### config.mk
export PLATFORM = sky130hd
export DESIGN_NAME = ahb_master
export DESIGN_NICKNAME = d
export VERILOG_FILES = /design/src/rtl/ahb_pkg.sv /design/src/rtl/ahb_burst_addr_gen.sv /design/src/rtl/ahb_master.sv
export SDC_FILE = /design/constraint.sdc
export NUM_CORES = 1
export LEC_CHECK = 0
export BUFFER_PORTS_ARGS = -buffer_cell sky130_fd_sc_hd__buf_2
export CORE_ASPECT_RATIO = 0.6
export CORE_MARGIN = 2
export CORE_UTILIZATION = 43
export CTS_BUF_LIST = sky130_fd_sc_hd__clkbuf_2 sky130_fd_sc_hd__clkbuf_4 sky130_fd_sc_hd__clkbuf_8
export CTS_CLUSTER_SIZE = 14
export DETAILED_ROUTE_END_ITERATION = 16
export GPL_TIMING_DRIVEN = 0
export HOLD_SLACK_MARGIN = 0.08
export PLACE_DENSITY_LB_ADDON = 0.3
export SLEW_MARGIN = 20
export SYNTH_ARGS = -nofsm -noshare
export SYNTH_HDL_FRONTEND = slang
export SYNTH_SLANG_ARGS = --single-unit
### constraint.sdc
create_clock -name HCLK -period 2.7 [get_ports HCLK]
set_input_delay 0.81 -clock HCLK [delete_from_list [all_inputs] [get_ports HCLK]]
set_output_delay 0.81 -clock HCLK [all_outputs]
set_load 0.01 [all_outputs]
### src/rtl/ahb_pkg.sv
// Shared AHB-Lite encodings for the bus initiator and the memory slave.
package ahb_pkg;

   typedef enum logic [1:0] {
      TransIdle   = 2'b00,
      TransBusy   = 2'b01,
      TransNonseq = 2'b10,
      TransSeq    = 2'b11
   } htrans_t;

   localparam logic [2:0] BurstSingle = 3'b000;
   localparam logic [2:0] BurstIncr   = 3'b001;

   localparam logic [2:0] SizeByte = 3'b000;
   localparam logic [2:0] SizeHalf = 3'b001;
   localparam logic [2:0] SizeWord = 3'b010;

   localparam logic [1:0] RespOkay  = 2'b00;
   localparam logic [1:0] RespError = 2'b01;

   typedef enum logic [1:0] {
      StIdle,
      StAddr,
      StData,
      StErr
   } mst_state_t;

endpackage

### src/rtl/ahb_burst_addr_gen.sv
// Burst address register, size-scaled increment, beat counter and 1 KB boundary detect.
module ahb_burst_addr_gen
   import ahb_pkg::*;
#(
   parameter int unsigned ADDR_W = 32
) (
   input  logic              HCLK,
   input  logic              HRESETn,
   input  logic              load,
   input  logic              advance,
   input  logic [ADDR_W-1:0] load_addr,
   input  logic [3:0]        load_len,
   input  logic [2:0]        size,
   output logic [ADDR_W-1:0] addr,
   output logic [ADDR_W-1:0] next_addr,
   output logic              last_beat,
   output logic              boundary
);

   logic [ADDR_W-1:0] addr_q, addr_d;
   logic [4:0]        count_q, count_d;

   assign addr      = addr_q;
   assign next_addr = addr_q + (ADDR_W'(1) << size);
   assign last_beat = (count_q == 5'd1);
   // A new 1 KB page must restart with NONSEQ.
   assign boundary  = (next_addr[9:0] == 10'd0);

   always_comb begin
      addr_d  = addr_q;
      count_d = count_q;
      if (load) begin
         addr_d  = load_addr;
         count_d = {1'b0, load_len} + 5'd1;
      end else if (advance) begin
         count_d = count_q - 5'd1;
         if (!last_beat) begin
            addr_d = next_addr;
         end
      end
   end

   always_ff @(posedge HCLK or negedge HRESETn) begin
      if (!HRESETn) begin
         addr_q  <= '0;
         count_q <= '0;
      end else begin
         addr_q  <= addr_d;
         count_q <= count_d;
      end
   end

endmodule

### src/rtl/ahb_master.sv
// AHB-Lite initiator: command port to single/INCR bursts with pipelined address/data phases.
module ahb_master
   import ahb_pkg::*;
#(
   parameter int unsigned ADDR_W = 32,
   parameter int unsigned DATA_W = 32
) (
   input  logic              HCLK,
   input  logic              HRESETn,
   input  logic              req_valid,
   output logic              req_ready,
   input  logic              req_write,
   input  logic [ADDR_W-1:0] req_addr,
   input  logic [2:0]        req_size,
   input  logic [3:0]        req_len,
   input  logic [DATA_W-1:0] wr_data,
   output logic              wr_ready,
   output logic [DATA_W-1:0] rd_data,
   output logic              rd_valid,
   output logic              done,
   output logic              err,
   output logic [ADDR_W-1:0] HADDR,
   output logic [1:0]        HTRANS,
   output logic              HWRITE,
   output logic [2:0]        HSIZE,
   output logic [2:0]        HBURST,
   output logic [DATA_W-1:0] HWDATA,
   input  logic [DATA_W-1:0] HRDATA,
   input  logic              HREADY,
   input  logic [1:0]        HRESP
);

   mst_state_t        state_q, state_d;
   htrans_t           htrans_q, htrans_d;
   logic              hwrite_q, hwrite_d;
   logic [2:0]        hsize_q, hsize_d;
   logic [2:0]        hburst_q, hburst_d;
   logic [DATA_W-1:0] hwdata_q, hwdata_d;
   logic [DATA_W-1:0] rd_data_q, rd_data_d;
   logic              rd_valid_q, rd_valid_d;
   logic              done_q, done_d;
   logic              err_q, err_d;
   logic              pend_q, pend_d;  // a data phase is outstanding on the bus

   logic              load, advance, last_beat, boundary, err_first;
   logic [ADDR_W-1:0] next_addr;
   logic              unused_hresp;

   assign unused_hresp = HRESP[1];

   ahb_burst_addr_gen #(
      .ADDR_W (ADDR_W)
   ) u_addr_gen (
      .HCLK      (HCLK),
      .HRESETn   (HRESETn),
      .load      (load),
      .advance   (advance),
      .load_addr (req_addr),
      .load_len  (req_len),
      .size      (hsize_q),
      .addr      (HADDR),
      .next_addr (next_addr),
      .last_beat (last_beat),
      .boundary  (boundary)
   );

   assign err_first = pend_q && !HREADY && HRESP[0];
   assign req_ready = (state_q == StIdle);

   always_comb begin
      state_d    = state_q;
      htrans_d   = htrans_q;
      hwrite_d   = hwrite_q;
      hsize_d    = hsize_q;
      hburst_d   = hburst_q;
      hwdata_d   = hwdata_q;
      rd_data_d  = rd_data_q;
      pend_d     = pend_q;
      rd_valid_d = 1'b0;
      done_d     = 1'b0;
      err_d      = 1'b0;
      load       = 1'b0;
      advance    = 1'b0;
      wr_ready   = 1'b0;
      case (state_q)
         StIdle: begin
            if (req_valid) begin
               load     = 1'b1;
               htrans_d = TransNonseq;
               hwrite_d = req_write;
               hsize_d  = req_size;
               hburst_d = (req_len == 4'd0) ? BurstSingle : BurstIncr;
               pend_d   = 1'b0;
               state_d  = StAddr;
            end
         end
         StAddr: begin
            if (err_first) begin
               htrans_d = TransIdle;
               pend_d   = 1'b0;
               state_d  = StErr;
            end else if (HREADY) begin
               // Address accepted; the previous beat's data phase completes on the same edge.
               advance = 1'b1;
               if (hwrite_q) begin
                  hwdata_d = wr_data;
                  wr_ready = 1'b1;
               end else if (pend_q) begin
                  rd_data_d  = HRDATA;
                  rd_valid_d = 1'b1;
               end
               pend_d = 1'b1;
               if (last_beat) begin
                  htrans_d = TransIdle;
                  state_d  = StData;
               end else begin
                  htrans_d = boundary ? TransNonseq : TransSeq;
               end
            end
         end
         StData: begin
            if (err_first) begin
               htrans_d = TransIdle;
               pend_d   = 1'b0;
               state_d  = StErr;
            end else if (HREADY) begin
               if (!hwrite_q) begin
                  rd_data_d  = HRDATA;
                  rd_valid_d = 1'b1;
               end
               done_d  = 1'b1;
               pend_d  = 1'b0;
               state_d = StIdle;
            end
         end
         StErr: begin
            if (HREADY) begin
               done_d  = 1'b1;
               err_d   = 1'b1;
               state_d = StIdle;
            end
         end
         default: state_d = StIdle;
      endcase
   end

   always_ff @(posedge HCLK or negedge HRESETn) begin
      if (!HRESETn) begin
         state_q    <= StIdle;
         htrans_q   <= TransIdle;
         hwrite_q   <= 1'b0;
         hsize_q    <= '0;
         hburst_q   <= '0;
         hwdata_q   <= '0;
         rd_data_q  <= '0;
         rd_valid_q <= 1'b0;
         done_q     <= 1'b0;
         err_q      <= 1'b0;
         pend_q     <= 1'b0;
      end else begin
         state_q    <= state_d;
         htrans_q   <= htrans_d;
         hwrite_q   <= hwrite_d;
         hsize_q    <= hsize_d;
         hburst_q   <= hburst_d;
         hwdata_q   <= hwdata_d;
         rd_data_q  <= rd_data_d;
         rd_valid_q <= rd_valid_d;
         done_q     <= done_d;
         err_q      <= err_d;
         pend_q     <= pend_d;
      end
   end

   assign HTRANS   = htrans_q;
   assign HWRITE   = hwrite_q;
   assign HSIZE    = hsize_q;
   assign HBURST   = hburst_q;
   assign HWDATA   = hwdata_q;
   assign rd_data  = rd_data_q;
   assign rd_valid = rd_valid_q;
   assign done     = done_q;
   assign err      = err_q;

endmodule
## Yosys cells after proc, flatten, opt, wreduce, memory -nomap -nowiden

Index checks and enable logic that the tools add are counted.

- Logic and storage cells: 104
- Register bits after elaboration: 116
- Output and inout port bits: 110

- Multiplexer cells: 53
- Equal/unequal tests: 17
- Reductions and logical operators: 16
- $add $sub $neg: 3
- Shift operators: 1
- Bitwise operators: 1

Operators by type and width:

| kind | number |
|---|---|
| $mux W32 | 10 |
| $pmux W32 S2 | 1 |
| $add A32 B32 Y32 | 1 |
| $shl A1 B3 Y32 const A | 1 |
| $mux W1 | 24 |
| $mux W2 | 11 |
| $ne A2 B2 Y1 const B | 10 |
| $reduce_and A4 Y1 | 3 |
| $logic_not A10 Y1 | 1 |
| $mux W5 | 2 |
| $ne A3 B3 Y1 const B | 3 |
| $pmux W2 S4 | 1 |
| $reduce_and A8 Y1 | 1 |
| $pmux W2 S3 | 1 |
| $add A4 B1 Y5 const B | 1 |
| $eq A5 B1 Y1 const B | 1 |
| $sub A5 B1 Y5 const B | 1 |
| $eq A2 B2 Y1 const B | 2 |
| $logic_not A4 Y1 | 1 |
| $pmux W1 S2 | 2 |
| $reduce_and A2 Y1 | 2 |
| $reduce_bool A2 Y1 | 2 |
| $pmux W1 S3 | 1 |
| $reduce_and A3 Y1 | 1 |
| 6 further kinds | 7 |

## Depth between registers and ports, before layout

Gate-level depths: netlist of the first run.

- Depth in word-level cells: 8
- Gate-level depth with buffers: 12

## Modules after synthesis

From an unflattened synthesis of the first run, not the netlist that was laid out.

- Cells, all modules: 573
- Area, all modules: 6371.1 sq um

By module, submodules not included:

| module | area an instance (sq um) | sequential area each (sq um) | cells each | times used |
|---|---|---|---|---|
| ahb_master | 3228.1 | 1926.8 | 203 | 1 |
| ahb_burst_addr_gen | 3143.0 | 925.9 | 370 | 1 |

## Worst setup path before layout of the first run

No wires, ideal clock.

- Kind: register to register
- Start point: reg hsize_q[0], in the netlist HSIZE[0]
- End point: reg u_addr_gen.addr_q[10], in the netlist u_addr_gen.addr[10]
- Slack: 0.156 ns
- Buffers on the path: 3
- Clock period less this slack: 2.544 ns
- Data arrival time: 2.413 ns
- Cell stages (with the launch flop): 12
- Path through: dfrtp_1 clkbuf_1 nor3_1 ha_1 fa_1 a211o_1 a21oi_1 a211o_1 buf_6 buf_4 xnor2_1 o21ai_1

- Longest elaborated chain between the ends: 5

RTL lines:

| what | line | source |
|---|---|---|
| start, declared | ahb_master.sv:36 | `logic [2:0] hsize_q, hsize_d;` |
| start signal, assigned | ahb_master.sv:164 | `hsize_q <= hsize_d;` |
| $shl A1 B3 Y32 | ahb_burst_addr_gen.sv:24 | `assign next_addr = addr_q + (ADDR_W'(1) << size);` |
| $add A32 B32 Y32 | ahb_burst_addr_gen.sv:24 |  |
| $mux W32 | ahb_burst_addr_gen.sv:37 | `if (!last_beat) begin` |
| $mux W32 | ahb_burst_addr_gen.sv:35 | `end else if (advance) begin` |
| $mux W32 | ahb_burst_addr_gen.sv:32 | `if (load) begin` |
| end signal, assigned | ahb_burst_addr_gen.sv:48 | `addr_q <= addr_d;` |
| end, declared | ahb_burst_addr_gen.sv:20 | `logic [ADDR_W-1:0] addr_q, addr_d;` |

No other way between the ends. The select of a mux whose other input is x is not followed.
A chain may end at the register's enable or synchronous reset.

## Final worst setup path of the first run

- Start point: reg hsize_q[0], in the netlist HSIZE[0]
- End point: reg u_addr_gen.addr_q[26], in the netlist u_addr_gen.addr[26]

Same word-level chain as after synthesis.

==> metrics.md, run 1 <==
| Metric | Value |
|---|---|
| Die ar. | 14200 um2 |
| # DRC | 0 |
| Area Growth Syn to Fin | 33.8% |
| Endpoints failing hold | 0 |
| Critical Setup Path Class | reg -> reg |
| Endpoints failing setup | 0 |
| Seq/Total Area, Yosys | 50.1% |
| Min Hold Slack | 267 ps |
| Fmax | 379 MHz |
| CTS Buf Count | 17 |
| Cell variety after synth | 53 |
| Worst-Margin Slew | 647 ps |
| Final critical-path share of the clock period | 97.6% |
| Pre-antenna DRT Iters | 5 |
| Final Skew | 22.9 ps |
| DP HPWL | 12.2 mm |
| Leak | 0.00364 uW |
| Synthesized instance count | 530 |
| Yosys top cell by area | dfrtp_1 |
| Yosys reg bits | 114 |
| Clk slew on worst S/H paths | 90 ps |
| Post-route setup TNS | 0 ps |
| Clock tree sinks | 114 |
| All-Layer GR Usage | 22.0% |
| Crit path max fanout | 10 |
| Share of cells above drive strength 1 | 45.6% |
| P_int | 5650 uW |
| Max-Cap Viols | 0 |
| Largest net degree at the start of global routing | 80 |
| Mapped cell area | 5690 um2 |
| Max IR drop VDD | 0.000515 V |
| H-tree depth | 4 |
| Final Power | 9600 uW |
| Status | finished, final reports clean |
| WL/cell | 16.9 um |
| Mapped Avg Cell Area | 10.7 um2 |
| Antenna cells | 0 |
| Yosys top cell area share | 50.1% |
| Total Wirelength | 16.3 mm |
| Path depth of the worst reg2reg path | 9 |
| Worst path required time | 3030 ps |
| Comb pwr share | 49.5% |
| Longest Clk Path Bufs | 2 |
| Vias in the first global route | 4909 |
| Yosys warning count | 0 |
| Worst EP arrival | 2970 ps |
| Ys async rst share | 100% |
| Die width | 152 um |
| Worst Setup Start Kind | flop |
| Root Driver | clkbuf_8 |
| Flop pwr share | 34.0% |
| Core Area | 12900 um2 |
| First-pass GRT wire length | 24.9 mm |
| Port bufs | 216 |
| Routability cong. | 0.881 |
| Max-slew violations | 0 |
| Antenna-violating nets left | 0 |
| Layout Nets | 905 |
| Vias per cell | 5.39 |
| Rel. slew slack | 56.9% |
| HP Class | in -> async |
| Clock share of power | 16.6% |
| Sw frac | 41.1% |
| Final Cell Area | 7610 um2 |
| CP Capture Type | flop |
| Initial core utilization | 44.1% |
| RSZ-0062 raised after global routing | yes |
| CTS tree | built |
| Psw | 3950 uW |
| Post-synth EDFFs | 0 |
| Die height | 93.1 um |
| Antenna violations before repair | 0 |
| Clk Latency, worst-skew pair | 410 ps |
| Via count | 5176 |
| Dominant cells by area after synthesis | dfrtp_1 (50%), mux2_2 (13%), nand2_1 (3.7%) |
| Starting DRT DRC Count | 259 |
| Top_reg_cell synth | dfrtp_1 |
| DP Area | 7020 um2 |
| Post-route minimum period | 2640 ps |
| Num rows | 32 |
| Overflow after GRT | 0 |
| Cell Pwr Density | 1260 nW/um2 |
| IO Pins | 220 |
-- critical path, cell delays in order, from the launching register on --
cell and delay (ps):
dfrtp_2 450, nor3_2 220, ha_2 230, fa_2 220
a211o_1 230, a21oi_4 90, a211o_1 380, buf_6 170
or4_1 490, nand3_1 100
-- what timing repair did --
| action | 4_1_cts | 5_1_grt |
|---|---|---|
| endpoints found under the hold margin | 0 | 0 |
| pin swaps | 0 | 11 |
| setup buffers | 1 | 14 |
| hold buffers | 0 | 0 |
| endpoints found under the setup margin | 19 | 23 |
| gates resized for setup | 12 | 20 |
-- cell type report --
type,instances,area (um2)
Buffer,26,130
Clock buffer,20,263
Clock inverter,12,133
Fill cell,1125,5280
Inverter,14,52.6
Multi-Input combinational cell,373,2740
Sequential cell,114,2860
Tap cell,170,213
Timing Repair Buffer,232,1220
-- through the flow --
stage / setup WS (ps) / std cells / utilization, %
global placement: -553 / 917 / 54.2
CTS: 1.68 / 948 / 57.8
floorplan: 156 / 531 / -
detailed placement: -299 / 918 / 54.5
global route: -41.3 / 961 / 59.1
finish: 63.8 / 961 / 59.1
-- layer usage --
layer  vias up  share of wire (%)  track usage, %
met5         -                  0               0
met4         0               0.93            5.32
met3        14                6.3            4.26
met2       208                 47            34.6
met1      2551                 46            31.8
li1       2403                  -               -
-- worst paths after layout --
kind	start	end	slack, ps
hold / removal	HRESETn	u_addr_gen.addr[14]	270
setup / recovery	HSIZE[0]	u_addr_gen.addr[26]	60
max in group asynchronous	HRESETn	HSIZE[1]	1660
setup reg to reg	HSIZE[0]	u_addr_gen.addr[26]	60
min in group HCLK	HWDATA[1]	HWDATA[1]	500
hold reg to reg	HWDATA[1]	HWDATA[1]	500
-- cell families (layout without fill, tap and decap cells) --
| group | after synthesis | after routing | synth area share, % |
|---|---|---|---|
| multiplexers | 66 | 66 | 13.0 |
| AND/OR/NAND/NOR | 168 | 168 | 14.9 |
| other | 1 | 2 | 0.0659 |
| buffers and inverters | 44 | 304 | 3.39 |
| adder cells (fa/ha/maj) | 17 | 17 | 3.87 |
| AO/OA/AOI/OAI | 101 | 101 | 11.7 |
| XOR/XNOR | 19 | 19 | 2.93 |
| flip-flops | 114 | 114 | 50.1 |
-- registers in the layout, indices dropped and copies added, names as in the netlist --
signal / cells
HBURST: 1
HSIZE: 3
HTRANS: 2
HWDATA: 32
HWRITE: 1
done: 1
err: 1
pend_q: 1
rd_data: 32
rd_valid: 1
state_q: 2
u_addr_gen.addr: 32
u_addr_gen.count_q: 5
-- cells in the mapped netlist, types with 5 or more instances --
cell type,instances
a31oi_1,19
xor2_1,11
nor2_1,37
o21ai_0,14
o2111ai_1,5
and4_1,5
ha_1,16
a21oi_1,19
or4_1,8
xnor2_1,8
and2_1,6
nand2_1,56
clkbuf_1,16
o21ai_1,10
nand4_1,5
inv_1,14
nand3_1,18
a211oi_1,8
mux2_2,64
o211ai_1,7
and3_1,6
dfrtp_1,114
buf_1,5
or3_1,9
-- cell usage in the layout, fill, tap and decap left out, types with 3 or more instances in the layout --
cell,instances
a31oi_1,19
dfrtp_2,4
clkbuf_1,12
o2111ai_1,5
o31ai_1,3
a211oi_1,6
ha_1,12
or4_1,8
nor3b_1,3
nand4_1,5
buf_6,3
nand3_1,18
clkinv_2,3
clkbuf_8,18
a21oi_1,18
buf_4,17
o21ai_0,14
and2_1,6
nor2_1,37
clkinvlp_4,3
mux2_2,64
and4_1,5
buf_2,220
nand2_1,55
o211ai_1,7
xor2_1,11
buf_1,4
dfrtp_1,110
o21ai_1,10
xnor2_1,8
ha_2,3
and3_1,6
inv_1,13
or3_1,9
-- power by group through the flow --
stage | combinational [uW] | clock (uW) | sequential [uW]
5_1_grt | 5170 | 1710 | 3360
3_5_place_dp | 4520 | 0 | 3210
2_1_floorplan | 2540 | 0 | 3490
6_report | 4750 | 1590 | 3260
3_3_place_gp | 4350 | 0 | 3150
4_1_cts | 4530 | 1630 | 3240
Note: power is estimated with default switching activity, not from simulation.
==> run 2, diff against run 1 <==
--- a/config.mk
+++ b/config.mk
@@ -15,6 +15,7 @@
 export GPL_TIMING_DRIVEN = 0
 export HOLD_SLACK_MARGIN = 0.08
 export PLACE_DENSITY_LB_ADDON = 0.3
+export RECOVER_POWER = 50
 export SLEW_MARGIN = 20
 export SYNTH_ARGS = -nofsm -noshare
 export SYNTH_HDL_FRONTEND = slang
==> run 2 against run 1 <==
- the flow now finishes with violations (capacitance limit, slew limit)
- power fell by 0.74%
- hold slack improved by 240 ps
- via count rose by 0.85%
- register-to-register slack barely moved
- sequential cell count did not move
- count of clock-buffer cells in the layout did not move
- final cell count did not move
- critical path depth did not move
- first-iteration DRC count fell by 8.1%
- design area fell by 0.72%
- die area did not move
- global-route usage did not move
- largest power group unchanged
==> metrics.md, run 2 (synthesis results as in run 1) <==
| Metric | Value |
|---|---|
| Rel. slew slack | -31.7% |
| Comb pwr share | 49.0% |
| Max-slew violations | 36 |
| # DRC | 0 |
| Failing checks | capacitance limit, slew limit |
| Final critical-path share of the clock period | 97.5% |
| Clock tree sinks | 114 |
| Critical Setup Path Class | reg -> reg |
| Leak | 0.00352 uW |
| Sw frac | 41.5% |
| Layout Nets | 905 |
| RSZ-0062 raised after global routing | yes |
| Post-route minimum period | 2630 ps |
| CP Capture Type | flop |
| Fmax | 380 MHz |
| RR Startpoint | HSIZE[2] |
| Antenna cells | 0 |
| Register area | 2860 um2 |
| Path depth of the worst reg2reg path | 9 |
| Final setup margin | 66.5 ps |
| Endpoints failing setup | 0 |
| Worst path slowest cell | or4_1 |
| Share of cells above drive strength 1 | 40.7% |
| Area of the multi-input gates | 2740 um2 |
| Root Driver | clkbuf_8 |
| Max IR drop VDD | 0.000515 V |
| Vias per cell | 5.43 |
| Via count | 5220 |
| Area Growth Syn to Fin | 32.9% |
| Initial core utilization | 44.1% |
| Max-Cap Viols | 1 |
| Worst-Margin Slew | 1980 ps |
| Flop pwr share | 34.3% |
| Clk Latency, worst-skew pair | 410 ps |
| Post-route setup TNS | 0 ps |
| WP buf/inv | 2 |
| Largest net degree at the start of global routing | 80 |
| R2R Setup Slk | 70 ps |
| Worst path required time | 3040 ps |
| Commonest non-fill, non-tap cell in the layout | buf_2 |
| Most frequent cells in the layout | buf_2 (183), dfrtp_1 (111), mux2_2 (64) |
| Pre-CTS setup slack | -299 ps |
| DP HPWL | 12.2 mm |
| Final Power | 9530 uW |
| Final Skew | 22.6 ps |
| Starting DRT DRC Count | 238 |
| Post-cts hold buffer count | 0 |
| Final Cell Area | 7560 um2 |
| H-tree depth | 4 |
| Vias in the first global route | 4909 |
| HP Class | reg -> reg |
| CTS tree | built |
| First-pass GRT wire length | 24.9 mm |
| Crit path max fanout | 10 |
| Worst Setup Start Kind | flop |
| DP Area | 7020 um2 |
| Die height | 93.1 um |
| Clock share of power | 16.7% |
| Setup crit start | HSIZE[2] |
| Die ar. | 14200 um2 |
| CTS Buf Count | 17 |
| Overflow after GRT | 0 |
| Crit path max-delay family | simple AND/OR/NAND/NOR gates |
| Fill cells | 1149 |
| Critical path's largest stage delay | 500 ps |
| R2r endpoint | u_addr_gen.addr[31] |
| Die width | 152 um |
| Antenna violations before repair | 0 |
| CP Depth | 9 |
| Psw | 3950 uW |
| Longest Clk Path Bufs | 2 |
| Pre-antenna DRT Iters | 5 |
| Status | finished with violations |
| IO Pins | 220 |
| P_int | 5570 uW |
| Num rows | 32 |
| Total Wirelength | 16.3 mm |
| WL/cell | 16.9 um |
| Routability cong. | 0.881 |
| Antenna-violating nets left | 0 |
| Cell Pwr Density | 1260 nW/um2 |
| Worst EP arrival | 2970 ps |
| Clk slew on worst S/H paths | 70 ps |
| Critical Path Sink | u_addr_gen.addr[31] |
| Port bufs | 216 |
| All-Layer GR Usage | 22.0% |
| Crit-path cells | and3b_1 -> ha_1 -> buf_2 -> nand4_1 -> buf_4 -> nor3_4 -> o211ai_2 -> or4_1 -> nand3_1 |
| Core Area | 12900 um2 |
| Endpoints failing hold | 0 |
## run 2: cell types whose count changed in the layout (fill, tap and decap cells not counted), sizes merged
cell and delta:
buf -39, clkbuf +39
## run 2: cell type report
type | count | area share [%]
flip-flops and latches | 114 | 37.8
inverters | 14 | 0.695
well taps | 170 | 2.81
plain buffers | 26 | 1.72
clock inverters | 12 | 1.75
multi-input cells | 373 | 36.3
repair buffers | 232 | 15.5
clock buffers | 20 | 3.48
## run 2: metal layers
layer | part of all wire [%] | wire, um | vias to the layer above | track usage, %
li1 | - | - | 2408 | -
met3 | 6.2 | 1010 | 14 | 4.26
met5 | 0 | 0 | - | 0
met1 | 46 | 7540 | 2590 | 31.8
met4 | 0.93 | 152 | 0 | 5.32
met2 | 47 | 7560 | 208 | 34.6
## run 2: per-stage QoR
step	util, %	hold WS [ps]	instances
2_1_floorplan	-	495	531
3_3_place_gp	54.2	481	917
3_5_place_dp	54.5	488	918
4_1_cts	57.8	260	948
5_1_grt	58.6	519	961
6_report	58.6	504	961
## run 2: how the worst min path moves through the flow
| stage | startpoint | endpoint | slack (ps) | cells past startpoint |
|---|---|---|---|---|
| 4_1_cts | HRESETn | u_addr_gen.addr[14] | 260 | 1 |
| 5_1_grt | rd_data[15] | rd_data[15] | 520 | 1 |
| 6_report | HWDATA[21] | HWDATA[21] | 500 | 1 |
| 3_3_place_gp | HWDATA[14] | HWDATA[14] | 480 | 1 |
| 2_1_floorplan | state_q[1] | state_q[1] | 490 | 1 |
| 3_5_place_dp | rd_data[15] | rd_data[15] | 490 | 1 |
## run 2: power groups by stage
stage	registers, uW	logic (uW)	clock network (uW)
after floorplan	3490	2540	0
after global placement	3150	4350	0
after detailed placement	3210	4520	0
after CTS	3240	4530	1630
after global routing	3370	5090	1710
final	3270	4670	1590
## run 2: repair_timing
action / CTS / global route
gates resized for setup: 12 / 20
pin swaps: 0 / 11
setup endpoints to repair: 19 / 23
buffers inserted: 1 / 14
